## config.mk

```make
export PLATFORM = sky130hd
export DESIGN_NAME = cosim_ep_mux_flat
export DESIGN_NICKNAME = d
export VERILOG_FILES = /design/src/rtl/cosim_ep_mux_pkg.sv /design/src/rtl/cosim_ep_mux_if.sv /design/src/rtl/cosim_ep_mux_rr_arbiter.sv /design/src/rtl/cosim_ep_mux.sv /design/src/flat_wrapper.sv
export SDC_FILE = /design/constraint.sdc
export NUM_CORES = 1
export LEC_CHECK = 0
export CAP_MARGIN = 25
export CORE_MARGIN = 4
export CORE_UTILIZATION = 42
export DETAILED_ROUTE_END_ITERATION = 10
export PLACE_DENSITY_LB_ADDON = 0.15
export SYNTH_ARGS = -nofsm -noshare
export SYNTH_HDL_FRONTEND = slang
export SYNTH_SLANG_ARGS = --single-unit
export TNS_END_PERCENT = 30
```

## constraint.sdc

```tcl
create_clock -name clk -period 4.61 [get_ports clk]
set_input_delay 1.1525 -clock clk [delete_from_list [all_inputs] [get_ports clk]]
set_output_delay 1.1525 -clock clk [all_outputs]
set_load 0.005 [all_outputs]
```

## src/rtl/cosim_ep_mux_pkg.sv

```systemverilog
// Shared types and constants for the cosim endpoint multiplexer.
package CosimMuxPkg;

  typedef enum logic {
    ST_IDLE = 1'b0,
    ST_HOLD = 1'b1
  } req_state_e;

  localparam int unsigned BAD_TAG_CNT_W = 16;

  // Saturating increment for the dropped-response counter.
  function automatic logic [BAD_TAG_CNT_W-1:0] sat_inc(input logic [BAD_TAG_CNT_W-1:0] v);
    return (&v) ? v : v + BAD_TAG_CNT_W'(1);
  endfunction

endpackage

```

## src/rtl/cosim_ep_mux_if.sv

```systemverilog
// Channel-side and endpoint-side signal bundle of the cosim endpoint multiplexer.
interface cosim_ep_mux_if
  import CosimMuxPkg::*;
#(
  parameter int unsigned NUM_CH       = 4,
  parameter int unsigned PAYLOAD_BITS = 32
);
  localparam int unsigned TAG_BITS = $clog2(NUM_CH);
  localparam int unsigned MSG_BITS = TAG_BITS + PAYLOAD_BITS;

  logic [NUM_CH-1:0]              ReqValid;
  logic [NUM_CH-1:0]              ReqReady;
  logic [NUM_CH*PAYLOAD_BITS-1:0] ReqData;
  logic                           EpInValid;
  logic                           EpInReady;
  logic [MSG_BITS-1:0]            EpInData;
  logic                           EpOutValid;
  logic                           EpOutReady;
  logic [MSG_BITS-1:0]            EpOutData;
  logic [NUM_CH-1:0]              RspValid;
  logic [NUM_CH-1:0]              RspReady;
  logic [PAYLOAD_BITS-1:0]        RspData;
  logic [BAD_TAG_CNT_W-1:0]       BadTagCount;

  modport master (
    output ReqValid, ReqData, EpInReady, EpOutValid, EpOutData, RspReady,
    input  ReqReady, EpInValid, EpInData, EpOutReady, RspValid, RspData, BadTagCount
  );

  modport slave (
    input  ReqValid, ReqData, EpInReady, EpOutValid, EpOutData, RspReady,
    output ReqReady, EpInValid, EpInData, EpOutReady, RspValid, RspData, BadTagCount
  );

endinterface

```

## src/rtl/cosim_ep_mux_rr_arbiter.sv

```systemverilog
// Combinational round-robin picker: first requester at or after ptr_i, wrapping.
module cosim_rr_arbiter #(
  parameter  int unsigned NUM_CH   = 4,
  localparam int unsigned TAG_BITS = $clog2(NUM_CH)
) (
  input  logic [NUM_CH-1:0]   req_i,
  input  logic [TAG_BITS-1:0] ptr_i,
  output logic [NUM_CH-1:0]   gnt_oh_c,
  output logic [TAG_BITS-1:0] gnt_idx_c,
  output logic                any_gnt_c
);

  always_comb begin
    int unsigned         idx;
    logic [TAG_BITS-1:0] sel;
    gnt_oh_c  = '0;
    gnt_idx_c = '0;
    any_gnt_c = 1'b0;
    idx       = 0;
    sel       = '0;
    for (int unsigned i = 0; i < NUM_CH; i++) begin
      idx = 32'(ptr_i) + i;
      if (idx >= NUM_CH) idx = idx - NUM_CH;
      sel = TAG_BITS'(idx);
      if (!any_gnt_c && req_i[sel]) begin
        any_gnt_c     = 1'b1;
        gnt_idx_c     = sel;
        gnt_oh_c[sel] = 1'b1;
      end
    end
  end

endmodule

```

## src/rtl/cosim_ep_mux.sv

```systemverilog
// Funnels NUM_CH requesters into one tagged endpoint stream and routes tagged
// endpoint responses back to the owning channel.
module cosim_ep_mux
  import CosimMuxPkg::*;
#(
  parameter int unsigned NUM_CH       = 4,
  parameter int unsigned PAYLOAD_BITS = 32
) (
  input  logic         clk,
  input  logic         rstn,
  cosim_ep_mux_if.slave bus
);

  localparam int unsigned TAG_BITS = $clog2(NUM_CH);
  localparam int unsigned MSG_BITS = TAG_BITS + PAYLOAD_BITS;

  req_state_e                state_q, state_d;
  logic [TAG_BITS-1:0]       rr_ptr_q, rr_ptr_d;
  logic [TAG_BITS-1:0]       gnt_q, gnt_d;
  logic [MSG_BITS-1:0]       req_msg_q, req_msg_d;
  logic                      full_q, full_d;
  logic [TAG_BITS-1:0]       rsp_tag_q, rsp_tag_d;
  logic [PAYLOAD_BITS-1:0]   rsp_pay_q, rsp_pay_d;
  logic [BAD_TAG_CNT_W-1:0]  bad_cnt_q, bad_cnt_d;

  logic [NUM_CH-1:0]         arb_oh;
  logic [TAG_BITS-1:0]       arb_idx;
  logic                      arb_any;
  logic [PAYLOAD_BITS-1:0]   req_payload;
  logic [NUM_CH-1:0]         req_ready_c;
  logic                      ep_in_valid_c;
  logic [TAG_BITS-1:0]       out_tag;
  logic [PAYLOAD_BITS-1:0]   out_pay;

  cosim_rr_arbiter #(.NUM_CH(NUM_CH)) u_arb (
    .req_i     (bus.ReqValid),
    .ptr_i     (rr_ptr_q),
    .gnt_oh_c  (arb_oh),
    .gnt_idx_c (arb_idx),
    .any_gnt_c (arb_any)
  );

  // Payload of the channel the arbiter currently picks.
  always_comb begin
    req_payload = '0;
    for (int unsigned i = 0; i < NUM_CH; i++) begin
      if (32'(arb_idx) == i) req_payload = bus.ReqData[i*PAYLOAD_BITS +: PAYLOAD_BITS];
    end
  end

  // Request FSM: grant in IDLE, present the held message in HOLD.
  always_comb begin
    state_d       = state_q;
    rr_ptr_d      = rr_ptr_q;
    gnt_d         = gnt_q;
    req_msg_d     = req_msg_q;
    req_ready_c   = '0;
    ep_in_valid_c = 1'b0;
    case (state_q)
      ST_IDLE: begin
        if (arb_any) begin
          req_ready_c = arb_oh;
          req_msg_d   = {arb_idx, req_payload};
          gnt_d       = arb_idx;
          state_d     = ST_HOLD;
        end
      end
      ST_HOLD: begin
        ep_in_valid_c = 1'b1;
        if (bus.EpInReady) begin
          state_d  = ST_IDLE;
          rr_ptr_d = (gnt_q == TAG_BITS'(NUM_CH - 1)) ? '0 : gnt_q + TAG_BITS'(1);
        end
      end
      default: state_d = ST_IDLE;
    endcase
  end

  assign out_tag = bus.EpOutData[MSG_BITS-1 -: TAG_BITS];
  assign out_pay = bus.EpOutData[PAYLOAD_BITS-1:0];

  // Single-entry response buffer; out-of-range tags are dropped and counted.
  always_comb begin
    full_d    = full_q;
    rsp_tag_d = rsp_tag_q;
    rsp_pay_d = rsp_pay_q;
    bad_cnt_d = bad_cnt_q;
    if (full_q) begin
      if (bus.RspReady[rsp_tag_q]) full_d = 1'b0;
    end else if (bus.EpOutValid) begin
      if (32'(out_tag) < NUM_CH) begin
        full_d    = 1'b1;
        rsp_tag_d = out_tag;
        rsp_pay_d = out_pay;
      end else begin
        bad_cnt_d = sat_inc(bad_cnt_q);
      end
    end
  end

  always_ff @(posedge clk) begin
    if (!rstn) begin
      state_q   <= ST_IDLE;
      rr_ptr_q  <= '0;
      gnt_q     <= '0;
      req_msg_q <= '0;
      full_q    <= 1'b0;
      rsp_tag_q <= '0;
      rsp_pay_q <= '0;
      bad_cnt_q <= '0;
    end else begin
      state_q   <= state_d;
      rr_ptr_q  <= rr_ptr_d;
      gnt_q     <= gnt_d;
      req_msg_q <= req_msg_d;
      full_q    <= full_d;
      rsp_tag_q <= rsp_tag_d;
      rsp_pay_q <= rsp_pay_d;
      bad_cnt_q <= bad_cnt_d;
    end
  end

  // Handshake outputs are forced idle while reset is asserted.
  assign bus.ReqReady    = rstn ? req_ready_c : '0;
  assign bus.EpInValid   = rstn & ep_in_valid_c;
  assign bus.EpInData    = rstn ? req_msg_q : '0;
  assign bus.EpOutReady  = rstn & ~full_q;
  assign bus.RspValid    = (rstn && full_q) ? (NUM_CH'(1) << rsp_tag_q) : '0;
  assign bus.RspData     = (rstn && full_q) ? rsp_pay_q : '0;
  assign bus.BadTagCount = bad_cnt_q;

endmodule

```

## src/flat_wrapper.sv

```systemverilog
// flat-port wrapper written by rule: the top's interface ports become plain ports
module cosim_ep_mux_flat import CosimMuxPkg::*;
#(
  parameter int unsigned NUM_CH       = 4,
  parameter int unsigned PAYLOAD_BITS = 32
)
  (clk, rstn, bus_ReqValid, bus_ReqData, bus_EpInReady, bus_EpOutValid, bus_EpOutData, bus_RspReady, bus_ReqReady, bus_EpInValid, bus_EpInData, bus_EpOutReady, bus_RspValid, bus_RspData, bus_BadTagCount);
  cosim_ep_mux_if #(.NUM_CH(NUM_CH), .PAYLOAD_BITS(PAYLOAD_BITS)) bus_i ();
  input  logic clk;
  input  logic rstn;
  input wire logic [$bits(bus_i.ReqValid)-1:0] bus_ReqValid;
  input wire logic [$bits(bus_i.ReqData)-1:0] bus_ReqData;
  input wire logic [$bits(bus_i.EpInReady)-1:0] bus_EpInReady;
  input wire logic [$bits(bus_i.EpOutValid)-1:0] bus_EpOutValid;
  input wire logic [$bits(bus_i.EpOutData)-1:0] bus_EpOutData;
  input wire logic [$bits(bus_i.RspReady)-1:0] bus_RspReady;
  output wire logic [$bits(bus_i.ReqReady)-1:0] bus_ReqReady;
  output wire logic [$bits(bus_i.EpInValid)-1:0] bus_EpInValid;
  output wire logic [$bits(bus_i.EpInData)-1:0] bus_EpInData;
  output wire logic [$bits(bus_i.EpOutReady)-1:0] bus_EpOutReady;
  output wire logic [$bits(bus_i.RspValid)-1:0] bus_RspValid;
  output wire logic [$bits(bus_i.RspData)-1:0] bus_RspData;
  output wire logic [$bits(bus_i.BadTagCount)-1:0] bus_BadTagCount;
  assign bus_i.ReqValid = bus_ReqValid;
  assign bus_i.ReqData = bus_ReqData;
  assign bus_i.EpInReady = bus_EpInReady;
  assign bus_i.EpOutValid = bus_EpOutValid;
  assign bus_i.EpOutData = bus_EpOutData;
  assign bus_i.RspReady = bus_RspReady;
  assign bus_ReqReady = bus_i.ReqReady;
  assign bus_EpInValid = bus_i.EpInValid;
  assign bus_EpInData = bus_i.EpInData;
  assign bus_EpOutReady = bus_i.EpOutReady;
  assign bus_RspValid = bus_i.RspValid;
  assign bus_RspData = bus_i.RspData;
  assign bus_BadTagCount = bus_i.BadTagCount;
  cosim_ep_mux #(.NUM_CH(NUM_CH), .PAYLOAD_BITS(PAYLOAD_BITS)) u_core (.clk(clk), .rstn(rstn), .bus(bus_i));
endmodule
```

==> flow_metrics.env, run 1 <==
export IMPL_die_h_um=112
export IMPL_cts_sinks=72
export IMPL_setup_ws_ps=342
export IMPL_worst_pin_slew_ps=748
export IMPL_grt_pass1_wl_um=25800
export IMPL_chipWidth_um=112
export IMPL_tns_ps=0
export IMPL_core_region_area_um2=10400
export IMPL_rows=37
export IMPL_place_ws_ps=-27.7
export IMPL_synth_cell_type_count=52
export IMPL_min_delay_path_depth=2
export IMPL_synth_seq_cells=72
export IMPL_final_antenna_net_count=0
export IMPL_clk_path_buf_depth=2
export IMPL_io_buffers=249
export IMPL_fin_nets=976
export IMPL_grt_overflow=0
export IMPL_synth_largest_area_cell="dfxtp_1"
export IMPL_synth_most_common_cell="nand2_1"
export IMPL_grt_max_degree=38
export IMPL_drc=0
export IMPL_die_area_um2=12500
export IMPL_netlist_top_cells_count="nand2_1, dfxtp_1, a21oi_1, and3_1"
export IMPL_routed_wl_um=16300
export IMPL_cts_clk_slew_worst_paths_ps=80
export IMPL_htreeDepth=3
export IMPL_hold_end="u_core.rsp_pay_q[0]$_SDFFE_PN0P_"
export IMPL_ys_top_cells_by_area="dfxtp_1, nand2_1, o211ai_1"
export IMPL_ys_warn_count=0
export IMPL_first_pass_iters=5
export IMPL_wl_per_cell_um=17.4
export IMPL_initial_utilization_pct=43.5
export IMPL_required_ps=3460
export IMPL_ff2ff_setup_slack_ps=1420
export IMPL_syn_avg_cell_area_um2=8.13
export IMPL_syn_cell_area_um2=4530
export IMPL_cts_buffers=9
export IMPL_maxSlewViolCount=0
export IMPL_status="completed"
export IMPL_grt_usage_pct=25.1
export IMPL_antenna_found_initial=0
export IMPL_p_leak_uw=0.00284
export IMPL_dp_hpwl_um=12500
export IMPL_cts_tree="built"
export IMPL_layout_core_utilization_pct=69.8
export IMPL_ys_dominant_reg_cell="dfxtp_1"
export IMPL_r2r_end="u_core.req_msg_q[26]$_SDFFE_PN0P_"
export IMPL_crit_type="input pin to output port"
export IMPL_rsz0062_at_grt="no"
export IMPL_finalHoldViolCount=0
export IMPL_fin_skew_ps=11.1
export IMPL_startpoint_type="input pin"
export IMPL_viasPerCell=5.33
export IMPL_cp_end_kind="output port"
export IMPL_power_density_nw_per_um2=269
export IMPL_finalSetupViolCount=0
export IMPL_timing_final_crit_period_ps=4270
export IMPL_drv_cap=0
export IMPL_synthCells=557
export IMPL_reg2reg_from="u_core.rr_ptr_q[1]$_SDFFE_PN0P_"
export IMPL_async_flop_share_pct=0
export IMPL_cp_data_arrival_time_ps=3120
export IMPL_reg2reg_depth=10
export IMPL_final_min_period_over_clock_period_pct=92.6
export IMPL_gp_congestion=0.892
export IMPL_diodes=0
export IMPL_drt_iter0_drc=383
export IMPL_hold_start="u_core.rsp_pay_q[0]$_SDFFE_PN0P_"
export IMPL_critPathMaxFanout=7
export IMPL_ys_seq_area_share_pct=31.8
export IMPL_synth_edff_count=0
export IMPL_p_total_uw=1950
export IMPL_clk_latency_ps=340
export IMPL_hold_path_class="register to register"
export IMPL_synth_top_cell_area_share_pct=31.8
export IMPL_clockRootBuffer="clkbuf_8"
export IMPL_grt_pass1_vias=5029
export IMPL_slew_headroom_pct=50.1
export IMPL_vias=4980
export IMPL_io_pins=266
export IMPL_holdBufCountCts=0
export IMPL_drive_gt1_share_pct=8.52
export IMPL_peakVddDrop_mv=0.181
export IMPL_clock_fmax_mhz=234
export IMPL_syn_to_final_growth_pct=60.7
==> routing by layer <==
layer / track usage [%] / wire [um]
met1: 30.0 / 6450
met2: 44.6 / 8380
met3: 5.43 / 1070
met4: 8.27 / 397
met5: 0 / 0
==> state kept, by name, indices dropped and copies added, names as in the netlist <==
register and count:
u_core.rr_ptr_q 2, u_core.gnt_q 1, u_core.rsp_tag_q 2, u_core.req_msg_q 33, u_core.state_q 1, u_core.full_q 1
u_core.rsp_pay_q 32
==> metrics by stage <==
stage                     hold WS [ps]  std cells  instance area (um^2)
after CTS                          453        933                  7260
final                              450        934                  7270
after global placement             438        915                  7050
after global routing               466        934                  7270
after detailed placement           442        916                  7060
after floorplan                    432        572                  4580
==> power breakdown <==
group,switching (uW),leakage [uW],internal (uW)
Combinational,339,0.00215,397
Clock,277,0.0000903,208
Sequential,27.5,0.000593,707
==> critical path, stage by stage <==
cell and delay (ps):
dlymetal6s2s_1 180, mux4_2 580, buf_4 190, a22oi_1 190, nor2_1 70, a221oi_1 230
nor2_1 80, clkdlybuf4s50_1 450
==> kinds of logic after synthesis <==
group / after synthesis / share of synthesized area, %
adders and majority gates: 9 / 2.49
other: 1 / 0.0828
buffers and inverters: 65 / 7.99
DFF: 72 / 31.8
muxes: 34 / 9.43
AOI/OAI and AO/OA: 131 / 19.8
and+or+nand+nor: 245 / 28.4
==> what timing repair did <==
| action | in CTS | in global routing |
|---|---|---|
| buffers inserted | 1 | 1 |
| gates resized for setup | 0 | 4 |
| pin swaps | 1 | 0 |
| setup endpoints to repair | 4 | 4 |
==> cell usage in the layout, fill, tap and decap left out, types with 13 or more instances in the layout <==
cell type,instances
a21oi_1,46
and2_1,35
and3_1,37
buf_4,21
clkdlybuf4s50_1,244
conb_1,16
dfxtp_1,72
mux2i_1,19
nand2_1,97
nand3_1,19
nand3b_1,19
nor2_1,15
o211ai_1,35
o21ai_0,13
==> how the worst max path moves through the flow <==
stage | startpoint | endpoint | slack [ps]
after CTS | bus_ReqValid[0] | bus_ReqReady[1] | 4
after detailed placement | bus_ReqValid[2] | bus_ReqReady[1] | -30
after global routing | bus_ReqValid[2] | bus_ReqReady[0] | 180
final | bus_ReqValid[2] | bus_ReqReady[2] | 340
after global placement | bus_ReqValid[2] | bus_ReqReady[2] | 40
after floorplan | bus_ReqValid[2] | bus_ReqReady[0] | 970
==> layout make-up <==
class / instances / area [um^2]
fill: 889 / 3140
multi-input combinational: 435 / 2790
timing repair buffer: 271 / 2670
sequential: 72 / 1440
tap: 136 / 170
clock buffer: 9 / 124
clock inverter: 7 / 63.8
inverter: 4 / 15.0
Power figures use the tool's default switching activity.
==> run 2, diff against run 1 <==
- CORE_MARGIN: 4 -> unset
- clock period: 4.61 -> 4.99 ns (I/O delays scaled with it)
==> run 2 against run 1 <==
Effect of this change:
- first-iteration DRC count is 17% lower
- final area is 0.83% higher
- final cell count is 0.75% lower
- sequential share of layout area is 0.16 points lower
- flip-flop and latch count stayed put
- utilization is 0.89 points higher
- worst setup slack worse by 250 ps
- sequential power is 7.5% lower
- critical path type unchanged
- clock power is 29% higher
- die area is 10% lower
- global-route usage is 2.3 points higher
- critical endpoint is now bus_ReqReady[0]
==> flow_metrics.env, run 2 (synthesis gave the netlist of run 1 again) <==
export IMPL_cts_clk_slew_worst_paths_ps=80
export IMPL_slew_headroom_pct=52.4
export IMPL_core_region_area_um2=10400
export IMPL_cp_startpoint="bus_ReqValid[2]"
export IMPL_die_area_um2=11200
export IMPL_fin_skew_ps=10.5
export IMPL_p_int_uw=1400
export IMPL_clock_fmax_mhz=204
export IMPL_grt_pass1_vias=4812
export IMPL_cp_end_kind="output port"
export IMPL_power_switching_uw=581
export IMPL_htreeDepth=3
export IMPL_clk_latency_ps=350
export IMPL_largest_register="u_core.req_msg_q"
export IMPL_p_leak_uw=0.00282
export IMPL_cts_buffers=9
export IMPL_die_h_um=106
export IMPL_r2r_end="u_core.req_msg_q[13]$_SDFFE_PN0P_"
export IMPL_antenna_found_initial=0
export IMPL_hold_end="u_core.rsp_pay_q[2]$_SDFFE_PN0P_"
export IMPL_tns_ps=0
export IMPL_combPwrFrac_pct=34.3
export IMPL_io_pins=266
export IMPL_reg2reg_from="u_core.rr_ptr_q[1]$_SDFFE_PN0P_"
export IMPL_multiInputGateArea_um2=2790
export IMPL_required_ps=3740
export IMPL_io_buffers=249
export IMPL_startpoint_type="input pin"
export IMPL_reg2reg_depth=9
export IMPL_gp_congestion=0.888
export IMPL_cpPeakStageDelay_ps=660
export IMPL_drive_gt1_share_pct=7.71
export IMPL_drc=0
export IMPL_diodes=0
export IMPL_viasPerCell=5.42
export IMPL_status="completed"
export IMPL_fin_nets=969
export IMPL_cp_data_arrival_time_ps=3650
export IMPL_finalHoldViolCount=0
export IMPL_ff2ff_setup_slack_ps=1250
export IMPL_dp_hpwl_um=11700
export IMPL_cts_tree="built"
export IMPL_final_min_period_over_clock_period_pct=98.2
export IMPL_swShare_pct=29.3
export IMPL_critPathMaxFanout=10
export IMPL_drt_iter0_drc=318
export IMPL_clockRootBuffer="clkbuf_8"
export IMPL_holdBufCountCts=0
export IMPL_grt_usage_pct=27.4
export IMPL_finalSetupViolCount=0
export IMPL_nFillCells=852
export IMPL_peakVddDrop_mv=0.154
export IMPL_timing_final_crit_period_ps=4900
export IMPL_initial_utilization_pct=43.7
export IMPL_wl_per_cell_um=17.2
export IMPL_cp_slowest_cell="mux4_2"
export IMPL_rows=37
export IMPL_routed_wl_um=16000
export IMPL_first_pass_iters=5
export IMPL_final_common_cell="clkdlybuf4s50_1"
export IMPL_hold_path_class="register to register"
export IMPL_chipWidth_um=106
export IMPL_worst_pin_slew_ps=713
export IMPL_rsz0062_at_grt="no"
export IMPL_pwr_share_clk_pct=31.4
export IMPL_drv_cap=0
export IMPL_crit_buf_inv=2
export IMPL_grt_max_degree=45
export IMPL_hold_start="u_core.rsp_pay_q[2]$_SDFFE_PN0P_"
export IMPL_power_density_nw_per_um2=270
export IMPL_path_cells="clkdlybuf4s50_1 -> mux4_2 -> nor4b_4 -> a221oi_1 -> nor2_1 -> clkdlybuf4s50_1"
export IMPL_setup_ws_ps=89.7
export IMPL_critPathTopFamily="buffers and inverters"
export IMPL_maxSlewViolCount=0
export IMPL_regArea_um2=1440
export IMPL_final_cell_mix="clkdlybuf4s50_1, nand2_1, dfxtp_1"
export IMPL_vias=5020
export IMPL_syn_to_final_growth_pct=62.0
export IMPL_crit_type="input pin to output port"
export IMPL_place_ws_ps=53.2
export IMPL_largestRegisters="u_core.req_msg_q x33, u_core.rsp_pay_q x32"
export IMPL_seq_power_share_pct=34.3
export IMPL_largest_reg_flops=33
export IMPL_crit_top_cell="clkdlybuf4s50_1"
export IMPL_grt_overflow=0
export IMPL_p_total_uw=1980
export IMPL_clk_path_buf_depth=2
export IMPL_final_antenna_net_count=0
export IMPL_cts_sinks=72
export IMPL_grt_pass1_wl_um=24100
export IMPL_min_delay_path_depth=2
==> run 2: cell types whose count changed in the layout (fill, tap and decap cells not counted), sizes merged <==
cell / previous run / this run
buf: 23 / 16
dlymetal6s2s: 4 / 1
inv: 7 / 3
bufinv: 0 / 4
clkdlybuf4s50: 244 / 247
==> run 2: area by class of cell <==
type | count | area share [%]
multi-input combinational | 435 | 38.0
tap | 136 | 2.32
inverter | 4 | 0.205
timing repair buffer | 264 | 36.1
sequential | 72 | 19.7
clock inverter | 7 | 1.96
clock buffer | 9 | 1.69
==> run 2: how the worst max path moves through the flow <==
stage | slack, ps | cells after the start | endpoint
after detailed placement | 50 | 6 | bus_ReqReady[1]
final | 90 | 6 | bus_ReqReady[0]
after CTS | 50 | 6 | bus_ReqReady[1]
after floorplan | 1160 | 6 | bus_ReqReady[0]
after global routing | 5 | 8 | bus_ReqReady[0]
after global placement | 170 | 6 | bus_ReqReady[3]
==> run 2: worst reg2reg max path: cells and delay by family (launching register included) <==
| kind | cells | cell delay [ps] |
|---|---|---|
| AND/OR/NAND/NOR | 2 | 860 |
| multiplexers | 2 | 710 |
| AO/OA/AOI/OAI | 2 | 460 |
| buffers and inverters | 2 | 520 |
| adder cells (fa/ha/maj) | 1 | 450 |
| flip-flops | 1 | 600 |
==> run 2: layer usage <==
metal | part of all wire, % | global-route usage (%)
met3 | 7.8 | 6.93
met5 | 0 | 0
met2 | 51 | 48.8
met4 | 2.1 | 9.72
met1 | 39 | 31.5
==> run 2: through the flow <==
stage               std cells  utilization [%]  hold slack [ps]  cell area, um^2
floorplan                 572                -              432             4580
detailed placement        910             68.0              443             7050
global route              927             70.7              474             7330
finish                    927             70.7              455             7330
CTS                       926             70.6              454             7320
global placement          908             67.4              437             6990
==> run 2: power by group through the flow <==
| stage | Sequential (uW) | Combinational (uW) | Clock (uW) |
|---|---|---|---|
| after CTS | 682 | 672 | 627 |
| after global routing | 687 | 732 | 650 |
| after global placement | 692 | 646 | 0 |
| final | 679 | 680 | 622 |
| after floorplan | 683 | 382 | 0 |
| after detailed placement | 696 | 668 | 0 |
==> run 2: timing repair <==
item / 4_1_cts / 5_1_grt
buffers inserted: 0 / 0
hold endpoints to repair: 0 / 0
setup endpoints to repair: 0 / 2
gates resized for setup: 0 / 1
==> run 3, diff against run 2 <==
==> constraint.sdc (replaced) <==
create_clock -name clk -period 4.99 [get_ports clk]
set_input_delay 1.2475 -clock clk [delete_from_list [all_inputs] [get_ports clk]]
set_output_delay 1.2475 -clock clk [all_outputs]
set_load 0.01 [all_outputs]
==> run 3 against run 2 <==
Effect of this change:
- die area unchanged
- clock-buffer cell count increased by 2
- flip-flop and latch count unchanged
- final area decreased by 0.61%
- total power decreased by 7.0%
- routed wire length decreased by 1.0%
- sequential power increased by 0.6%
- clock power decreased by 25%
- worst hold slack got worse by 3.3 ps
- largest cell class unchanged
- highest routed layer unchanged
==> flow_metrics.env, run 3 (synthesis gave the netlist of run 1 again) <==
export IMPL_htreeDepth=3
export IMPL_maxSlewViolCount=0
export IMPL_rows=37
export IMPL_cp_end_kind="output port"
export IMPL_die_area_um2=11200
export IMPL_chipWidth_um=106
export IMPL_placed_cell_area_um2=7020
export IMPL_post_place_cells=908
export IMPL_drt_iter0_drc=253
export IMPL_io_buffers=249
export IMPL_p_leak_uw=0.00283
export IMPL_grt_overflow=0
export IMPL_largest_register="u_core.req_msg_q"
export IMPL_largest_reg_flops=33
export IMPL_cts_buffers=9
export IMPL_cp_slowest_cell="mux4_2"
export IMPL_initial_utilization_pct=43.7
export IMPL_diodes=0
export IMPL_final_antenna_net_count=0
export IMPL_gp_congestion=0.887
export IMPL_final_cell_mix="clkdlybuf4s50_1, nand2_1, dfxtp_1"
export IMPL_peakVddDrop_mv=0.146
export IMPL_clk_path_buf_depth=2
export IMPL_fin_area_um2=7290
export IMPL_layout_core_utilization_pct=70.3
export IMPL_regArea_um2=1440
export IMPL_wl_per_cell_um=17.0
export IMPL_hold_ws_ps=452
export IMPL_holdBufCountCts=0
export IMPL_final_common_cell="clkdlybuf4s50_1"
export IMPL_required_ps=3740
export IMPL_clock_fmax_mhz=217
export IMPL_antenna_found_initial=0
export IMPL_fin_skew_ps=7.16
export IMPL_vias=5022
export IMPL_worst_pin_slew_ps=1100
export IMPL_grt_max_degree=43
export IMPL_largestRegisters="u_core.req_msg_q x33, u_core.rsp_pay_q x32"
export IMPL_core_region_area_um2=10400
export IMPL_cp_data_arrival_time_ps=3360
export IMPL_rsz0062_at_grt="no"
export IMPL_drc=0
export IMPL_finalSetupViolCount=0
export IMPL_startpoint_type="input pin"
export IMPL_hold_path_class="register to register"
export IMPL_clk_latency_ps=350
export IMPL_final_cells=928
export IMPL_path_cells="dlymetal6s2s_1 -> mux4_2 -> nor4b_4 -> buf_4 -> a221oi_1 -> nor2_1 -> clkdlybuf4s50_1"
export IMPL_cpPeakStageDelay_ps=580
export IMPL_timing_final_crit_period_ps=4600
export IMPL_grt_pass1_vias=4779
export IMPL_die_h_um=106
export IMPL_drive_gt1_share_pct=7.70
export IMPL_fin_nets=970
export IMPL_critPathMaxFanout=7
export IMPL_viasPerCell=5.41
export IMPL_nFillCells=851
export IMPL_status="completed"
export IMPL_grt_pass1_wl_um=23700
export IMPL_dp_hpwl_um=11700
export IMPL_crit_type="input pin to output port"
export IMPL_cts_tree="built"
export IMPL_power_density_nw_per_um2=253
export IMPL_grt_usage_pct=27.0
export IMPL_drv_cap=0
export IMPL_io_pins=266
export IMPL_finalHoldViolCount=0
export IMPL_final_min_period_over_clock_period_pct=92.3
export IMPL_syn_to_final_growth_pct=61.0
export IMPL_clockRootBuffer="clkbuf_8"
export IMPL_first_pass_iters=6
export IMPL_routed_wl_um=15800
export IMPL_slew_headroom_pct=26.5
export IMPL_cts_clk_slew_worst_paths_ps=70
export IMPL_multiInputGateArea_um2=2830
export IMPL_tns_ps=0
export IMPL_cts_sinks=72
## run 3: what timing repair did
item,CTS,global route
pin swaps,1,1
endpoints found under the hold margin,0,0
cloned,0,1
setup buffers,0,3
setup endpoints to repair,2,4
resized for setup,1,5
## run 3: critical path, delay by kind of cell
family          cells  cell delay [ps]
buf+inv             3              920
mux                 1              580
simple gates        2              540
compound gates      1               60
## run 3: worst paths after layout
kind | slack (ps) | cells past startpoint | from | end
setup / recovery | 390 | 7 | bus_ReqValid[3] | bus_ReqReady[2]
hold / removal | 450 | 2 | u_core.rsp_pay_q[25]$_SDFFE_PN0P_ | u_core.rsp_pay_q[25]$_SDFFE_PN0P_
setup reg to reg | 1100 | 10 | u_core.rr_ptr_q[1]$_SDFFE_PN0P_ | u_core.req_msg_q[0]$_SDFFE_PN0P_
hold reg to reg | 450 | 2 | u_core.rsp_pay_q[25]$_SDFFE_PN0P_ | u_core.rsp_pay_q[25]$_SDFFE_PN0P_
## run 3: area by class of cell
type | count | share of cell area [%]
inverter | 4 | 0.206
clock inverter | 5 | 0.772
timing repair buffer | 264 | 36.2
sequential | 72 | 19.8
clock buffer | 11 | 1.94
tap | 136 | 2.33
multi-input combinational | 436 | 38.8
## run 3: through the flow
stage / setup WS [ps] / power [uW]
floorplan: 1140 / 1080
global placement: 135 / 1350
detailed placement: 2.97 / 1370
CTS: 1.65 / 1840
global route: 226 / 1940
finish: 385 / 1840
## run 3: layer usage
metal,vias up,routed length [um],track usage [%]
met5,-,0,0
met4,0,438,11.2
met3,33,1320,7.36
met2,224,7980,47.8
met1,2341,6080,30.4
li1,2424,-,-
## run 3: report_power, final
part	total, uW	switching [uW]	internal [uW]
Clock	466	222	244
Sequential	683	30.2	653
Combinational	692	329	364
Total	1840	581	1260
